**src/rtl/i2c_pkg.sv**
```systemverilog
// Shared I2C definitions: target FSM encodings, ACK/NACK levels and the default
// PCF8574 backpack address used by both the target model and i2c_master users.
package i2c_pkg;

  typedef enum logic [2:0] {
    StIdle    = 3'd0,
    StAddr    = 3'd1,
    StAddrAck = 3'd2,
    StWrByte  = 3'd3,
    StWrAck   = 3'd4,
    StRdByte  = 3'd5,
    StRdAck   = 3'd6,
    StIgnore  = 3'd7
  } i2c_state_e;

  localparam logic       ACK          = 1'b0;
  localparam logic       NACK         = 1'b1;
  localparam logic [6:0] PCF8574_ADDR = 7'h27;

  localparam logic [3:0] BitsPerByte  = 4'd8;

endpackage

```
**src/rtl/i2c_line_sync.sv**
```systemverilog
// Synchroniser for one asynchronous bus line, with registered level and
// single-cycle rise/fall strobes derived from the synchronised value.
module i2c_line_sync #(
  parameter int unsigned SYNC_STAGES = 2
) (
  input  logic clk_i,
  input  logic reset_p_i,
  input  logic line_i,
  output logic level_o,
  output logic rise_o,
  output logic fall_o
);

  logic [SYNC_STAGES-1:0] sync_q;
  logic                   prev_q;

  // Idle bus level is high, so reset to 1 to avoid spurious edges after reset.
  always_ff @(posedge clk_i or posedge reset_p_i) begin
    if (reset_p_i) begin
      sync_q <= '1;
      prev_q <= 1'b1;
    end else begin
      sync_q <= {sync_q[SYNC_STAGES-2:0], line_i};
      prev_q <= sync_q[SYNC_STAGES-1];
    end
  end

  assign level_o = sync_q[SYNC_STAGES-1];
  assign rise_o  = sync_q[SYNC_STAGES-1] & ~prev_q;
  assign fall_o  = ~sync_q[SYNC_STAGES-1] & prev_q;

endmodule

```
**src/rtl/i2c_pcf8574_target.sv**
```systemverilog
// I2C target emulating a PCF8574 expander: ACKs its address, presents written
// bytes on o_data/o_valid and returns i_port on reads.
module i2c_pcf8574_target
  import i2c_pkg::*;
#(
  parameter logic [6:0]  DEV_ADDR    = PCF8574_ADDR,
  parameter int unsigned SYNC_STAGES = 2
) (
  input  logic       clk,
  input  logic       reset_p,
  input  logic       i_scl,
  input  logic       i_sda,
  output logic       o_sda_low,
  input  logic [7:0] i_port,
  output logic [7:0] o_data,
  output logic       o_valid,
  output logic       o_busy
);

  logic scl_level, scl_rise, scl_fall;
  logic sda_level, sda_rise, sda_fall;
  logic start_cond, stop_cond;

  i2c_line_sync #(
    .SYNC_STAGES(SYNC_STAGES)
  ) u_scl_sync (
    .clk_i    (clk),
    .reset_p_i(reset_p),
    .line_i   (i_scl),
    .level_o  (scl_level),
    .rise_o   (scl_rise),
    .fall_o   (scl_fall)
  );

  i2c_line_sync #(
    .SYNC_STAGES(SYNC_STAGES)
  ) u_sda_sync (
    .clk_i    (clk),
    .reset_p_i(reset_p),
    .line_i   (i_sda),
    .level_o  (sda_level),
    .rise_o   (sda_rise),
    .fall_o   (sda_fall)
  );

  assign start_cond = sda_fall & scl_level;
  assign stop_cond  = sda_rise & scl_level;

  i2c_state_e state_q, state_d;
  logic [3:0] bit_cnt_q, bit_cnt_d;
  logic [7:0] shift_q, shift_d;
  logic       sda_low_q, sda_low_d;
  logic [7:0] data_q, data_d;
  logic       valid_q, valid_d;
  logic       busy_q, busy_d;

  always_ff @(posedge clk or posedge reset_p) begin
    if (reset_p) begin
      state_q   <= StIdle;
      bit_cnt_q <= '0;
      shift_q   <= '0;
      sda_low_q <= 1'b0;
      data_q    <= '0;
      valid_q   <= 1'b0;
      busy_q    <= 1'b0;
    end else begin
      state_q   <= state_d;
      bit_cnt_q <= bit_cnt_d;
      shift_q   <= shift_d;
      sda_low_q <= sda_low_d;
      data_q    <= data_d;
      valid_q   <= valid_d;
      busy_q    <= busy_d;
    end
  end

  always_comb begin
    state_d   = state_q;
    bit_cnt_d = bit_cnt_q;
    shift_d   = shift_q;
    sda_low_d = sda_low_q;
    data_d    = data_q;
    valid_d   = 1'b0;
    busy_d    = busy_q;

    // Bus conditions override any bit activity, including a coincident SCL fall.
    if (start_cond) begin
      state_d   = StAddr;
      bit_cnt_d = '0;
      sda_low_d = 1'b0;
    end else if (stop_cond) begin
      state_d   = StIdle;
      bit_cnt_d = '0;
      sda_low_d = 1'b0;
      busy_d    = 1'b0;
    end else begin
      unique case (state_q)
        StIdle, StIgnore: begin
        end

        StAddr: begin
          if (scl_rise) begin
            shift_d   = {shift_q[6:0], sda_level};
            bit_cnt_d = bit_cnt_q + 4'd1;
            if (bit_cnt_q == BitsPerByte - 4'd1) begin
              bit_cnt_d = '0;
              if (shift_q[6:0] == DEV_ADDR) begin
                state_d = StAddrAck;
                busy_d  = 1'b1;
              end else begin
                state_d = StIgnore;
              end
            end
          end
        end

        // First fall drives the ACK; the second ends it (shift_q[0] holds R/W).
        StAddrAck: begin
          if (scl_fall) begin
            if (!sda_low_q) begin
              sda_low_d = 1'b1;
            end else if (shift_q[0]) begin
              sda_low_d = ~i_port[7];
              shift_d   = {i_port[6:0], 1'b0};
              bit_cnt_d = 4'd1;
              state_d   = StRdByte;
            end else begin
              sda_low_d = 1'b0;
              bit_cnt_d = '0;
              state_d   = StWrByte;
            end
          end
        end

        StWrByte: begin
          if (scl_rise && (bit_cnt_q < BitsPerByte)) begin
            shift_d   = {shift_q[6:0], sda_level};
            bit_cnt_d = bit_cnt_q + 4'd1;
          end else if (scl_fall && (bit_cnt_q == BitsPerByte)) begin
            data_d    = shift_q;
            valid_d   = 1'b1;
            sda_low_d = 1'b1;
            bit_cnt_d = '0;
            state_d   = StWrAck;
          end
        end

        StWrAck: begin
          if (scl_fall) begin
            sda_low_d = 1'b0;
            state_d   = StWrByte;
          end
        end

        StRdByte: begin
          if (scl_fall) begin
            if (bit_cnt_q == BitsPerByte) begin
              sda_low_d = 1'b0;
              bit_cnt_d = '0;
              state_d   = StRdAck;
            end else begin
              sda_low_d = ~shift_q[7];
              shift_d   = {shift_q[6:0], 1'b0};
              bit_cnt_d = bit_cnt_q + 4'd1;
            end
          end
        end

        StRdAck: begin
          if (scl_rise) begin
            bit_cnt_d = '0;
            if (sda_level == ACK) begin
              shift_d = i_port;
              state_d = StRdByte;
            end else begin
              busy_d  = 1'b0;
              state_d = StIgnore;
            end
          end
        end

        default: begin
          state_d = StIdle;
        end
      endcase
    end
  end

  assign o_sda_low = sda_low_q;
  assign o_data    = data_q;
  assign o_valid   = valid_q;
  assign o_busy    = busy_q;

endmodule

```
**config.mk**
```make
export PLATFORM = sky130hd
export DESIGN_NAME = i2c_pcf8574_target
export DESIGN_NICKNAME = d
export VERILOG_FILES = /design/src/rtl/i2c_pkg.sv /design/src/rtl/i2c_line_sync.sv /design/src/rtl/i2c_pcf8574_target.sv
export SDC_FILE = /design/constraint.sdc
export NUM_CORES = 1
export LEC_CHECK = 0
export ABC_AREA = 1
export CAP_MARGIN = 5
export CORE_ASPECT_RATIO = 1.1
export CORE_MARGIN = 2
export CORE_UTILIZATION = 50
export DETAILED_ROUTE_END_ITERATION = 8
export PLACE_DENSITY = 0.82
export SETUP_SLACK_MARGIN = 0.2
export SYNTH_ARGS = -nofsm -noshare
export SYNTH_HDL_FRONTEND = slang
export SYNTH_SLANG_ARGS = --single-unit
```
**constraint.sdc**
```tcl
create_clock -name clk -period 1.95 [get_ports clk]
set_input_delay 0.4875 -clock clk [delete_from_list [all_inputs] [get_ports clk]]
set_output_delay 0.4875 -clock clk [all_outputs]
set_load 0.02 [all_outputs]
```
==> impl_metrics.csv <==
group,metric,value,unit
cts,clk_latency,0.29,ns
placed_design,hpwl,3770,microns
sta,final.period_utilization,0.8859,
floorplanning,core_area,3934,sq um
cts,hold_buffers,0,
final_layout,diodes,0,
synthesis,synth.area.top_cells,"dfrtp_1, nand2_1, dfstp_2",
cts,numCtsBuffers,5,
pwr,cellPowerDensity,1450,nW/um^2
worst_setup_path,path_class,"reg -> reg",
worst_setup_path,cp-start-kind,"flip-flop",
global_routing,grt_pass1_vias,1948,
pwr,p_leak,1.422,nW
cts,path_clk_slew,0.07,ns
sta,post-route-min-period,1.727,ns
worst_hold_path,min-delay-path-class,"reg -> reg",
flow_run,maxCapViolations,0,
pwr,p_int,1.901,mW
sta,fin_worst_skew,0.009194,ns
worst_setup_path,worst_ep_required_time,2.19,ns
global_routing,grt_overflow,0,
sta,rsz0062_at_grt,"yes",
sta,slew_viol_final,0,
pwr,p_comb_frac,0.548,
global_routing,grt_pass1_wl,8721,microns
cts,ctsRootBufferMaster,"clkbuf_8",
cts,cts_max_path_buffers,2,
placed_design,gp_congestion,0.9787,
global_routing,grt_max_degree,33,
global_routing,globalRouteMet2Util,0.3872,
synthesis,avgSynthCellArea,6.879,sq um
synthesis,async_flop_share,1.000,
pwr,p_sw_frac,0.4919,
worst_setup_path,cp_slowest_cell,"dfstp_2",
worst_setup_path,crit_path_end_kind,"flip-flop",
synthesis,syn_area,2043,sq um
synthesis,ys_ff_latch,32,
global_routing,grt_usage,0.2483,
synthesis,synth_area_leader_cell,"dfrtp_1",
global_routing,antenna_found_initial,0,
synthesis,synth_most_common_cell,"nand2_1",
route,dr.first_iter.drc_count,147,
synthesis,synth.distinct_cells,28,
sta,worst-slew-pin-transition,0.4009,ns
floorplanning,fp.dieW,64.95,microns
route,wl_per_cell,14.02,microns
route,vias_per_cell,5.483,
floorplanning,die_y,71.05,microns
synthesis,synth_seq_area_share,0.3956,
cts,cts_sinks,32,
final_layout,nFillCells,341,
final_layout,drive_gt1_frac,0.2280,
sta,hold_viol_final,0,
global_routing,top_usage_layer,"met2",
final_layout,areaGrowthSynthToFinish,26.27,%
synthesis,syn_inst,297,
sta,max_slew_margin,0.7327,
route,wl,5340,microns
sta,setup_viol,0,
synthesis,synth_top_cell_area_share,0.3184,
worst_setup_path,r2r_slack,0.22,ns
synthesis,synth.top_cells.by_count,"nand2_1, nand3_1, nor2_1",
floorplanning,num_rows,24,
sta,clock.fmax,578.9,MHz
floorplanning,pin_count,23,
placed_design,io_buffers,22,
route,drc,0,
synthesis,syn-num-nets,311,
worst_setup_path,crit_arrival,1.96,ns
pwr,p_clk_frac,0.172,
worst_setup_path,cp_max_fo,7,
pwr,power_frac_seq,0.279,
route,via_count,2089,
floorplanning,dieArea,4614,sq um
route,first_pass_iters,5,
sta,whs,0.3572,ns
floorplanning,floorplan.initialDensity,0.5194,
synthesis,ys.flop_type,"dfrtp_1",
cts,cts_tree,"yes",
route,ant_nets,0,
synthesis,synth_enable_flop_cells,0,
cts,htreeDepth,2,
pwr,power_switching,1.840,mW
sta,fin_setup_tns,0,ns
global_routing,use_met1,0.3221,
pwr,ir_worst_vdd,738.6,uV
worst_setup_path,slowest_delay,0.62,ns
final_layout,nets,342,
synthesis,synth_warnings,0,
global_routing,met3_usage,0.06677,
outcome,status,"finished, final reports clean",
worst_setup_path,cp_cell_sequence,"inv_2 > nor2_4 > nand2_2 > nand2_2 > nand4_1 > nor2_4 > buf_6 > nand3_1 > nand2_1",
## power groups by stage
stage | combinational [mW] | clock (mW) | sequential (mW)
2_1_floorplan | 1.47 | 0 | 0.957
3_5_place_dp | 1.85 | 0 | 1.03
6_report | 2.05 | 0.645 | 1.04
4_1_cts | 1.85 | 0.651 | 1.02
5_1_grt | 2.30 | 0.690 | 1.07
3_3_place_gp | 1.84 | 0 | 1.02
## final timing paths
check                                          start                    to  depth (start not counted)
worst max register to register  u_scl_sync.sync_q[1]            shift_q[5]                          9
worst min-delay path            u_sda_sync.sync_q[0]  u_sda_sync.sync_q[1]                          0
worst max-delay path            u_scl_sync.sync_q[1]            shift_q[5]                          9
min in group asynchronous                    reset_p            shift_q[1]                          3
worst min register to register  u_sda_sync.sync_q[0]  u_sda_sync.sync_q[1]                          0
max in group asynchronous                    reset_p     u_scl_sync.prev_q                          3
## area by class of cell
cell class | instances | area (sq um) | share of cell area
clock buffer | 5 | 68.82 | 0.02667
clock inverter | 3 | 42.54 | 0.01649
inverter | 35 | 141.4 | 0.05480
multi-input combinational | 226 | 1162 | 0.4505
sequential | 32 | 812.0 | 0.3147
tap | 52 | 65.06 | 0.02522
timing repair buffer | 28 | 287.8 | 0.1115
## stage by stage
stage | instance area (sq um) | std cells | utilization | setup WS [ns] | power (mW)
finish | 2580 | 381 | 0.6559 | 0.2226 | 3.741
global route | 2580 | 381 | 0.6559 | 0.1238 | 4.060
floorplan | 2043 | 297 | - | 0.3699 | 2.428
detailed placement | 2316 | 369 | 0.5887 | 0.1724 | 2.880
CTS | 2436 | 377 | 0.6193 | 0.2038 | 3.524
global placement | 2316 | 369 | 0.5887 | 0.1497 | 2.859
## state kept, by name, indices dropped and copies added, names as in the netlist
| signal | count |
|---|---|
| o_sda_low | 1 |
| u_sda_sync.sync_q | 2 |
| o_valid | 1 |
| o_data | 8 |
| u_sda_sync.prev_q | 1 |
| o_busy | 1 |
| u_scl_sync.prev_q | 1 |
| shift_q | 8 |
| bit_cnt_q | 4 |
| u_scl_sync.sync_q | 2 |
| state_q | 3 |
## critical path, delay by kind of cell (launching register included)
family	cells	cell delay, ns
simple gates	7	0.82
buf+inv	2	0.23
flops	1	0.62
## layout by cell type (no fill, tap or decap), types with 5 or more instances in the layout
cell | synthesis | routed
dlymetal6s2s_1 | 0 | 8
clkbuf_8 | 0 | 5
nor2_4 | 3 | 6
inv_1 | 22 | 21
o21ai_2 | 7 | 7
nand3_2 | 3 | 10
nand2_2 | 2 | 8
dfrtp_1 | 26 | 23
nor2_1 | 27 | 24
buf_4 | 3 | 5
clkdlybuf4s50_1 | 0 | 13
nand3_1 | 31 | 24
dfstp_2 | 6 | 6
nand2_1 | 120 | 113
inv_2 | 13 | 11
o211ai_1 | 6 | 6
## timing repair
item                       4_1_cts  5_1_grt
setup buffers                    0        4
resized for setup                4       36
pin swaps                        0       12
setup endpoints to repair       18       31
## logic make-up after synthesis
family | after synthesis | share of synthesized area
buffers and inverters | 39 | 0.07777
xor gates and xnor gates | 1 | 0.004287
and+or+nand+nor | 197 | 0.4189
DFF | 32 | 0.3956
adders and majority gates | 2 | 0.01225
AOI/OAI and AO/OA | 26 | 0.09124
## per-layer routing
layer | up-vias | wire, microns | part of all wire
li1 | 1008 | - | -
met1 | 954 | 2194 | 0.41
met2 | 107 | 2542 | 0.48
met3 | 20 | 458 | 0.086
met4 | 0 | 144 | 0.027
met5 | - | 0 | 0
No activity file was read; power rests on OpenSTA's default activity.
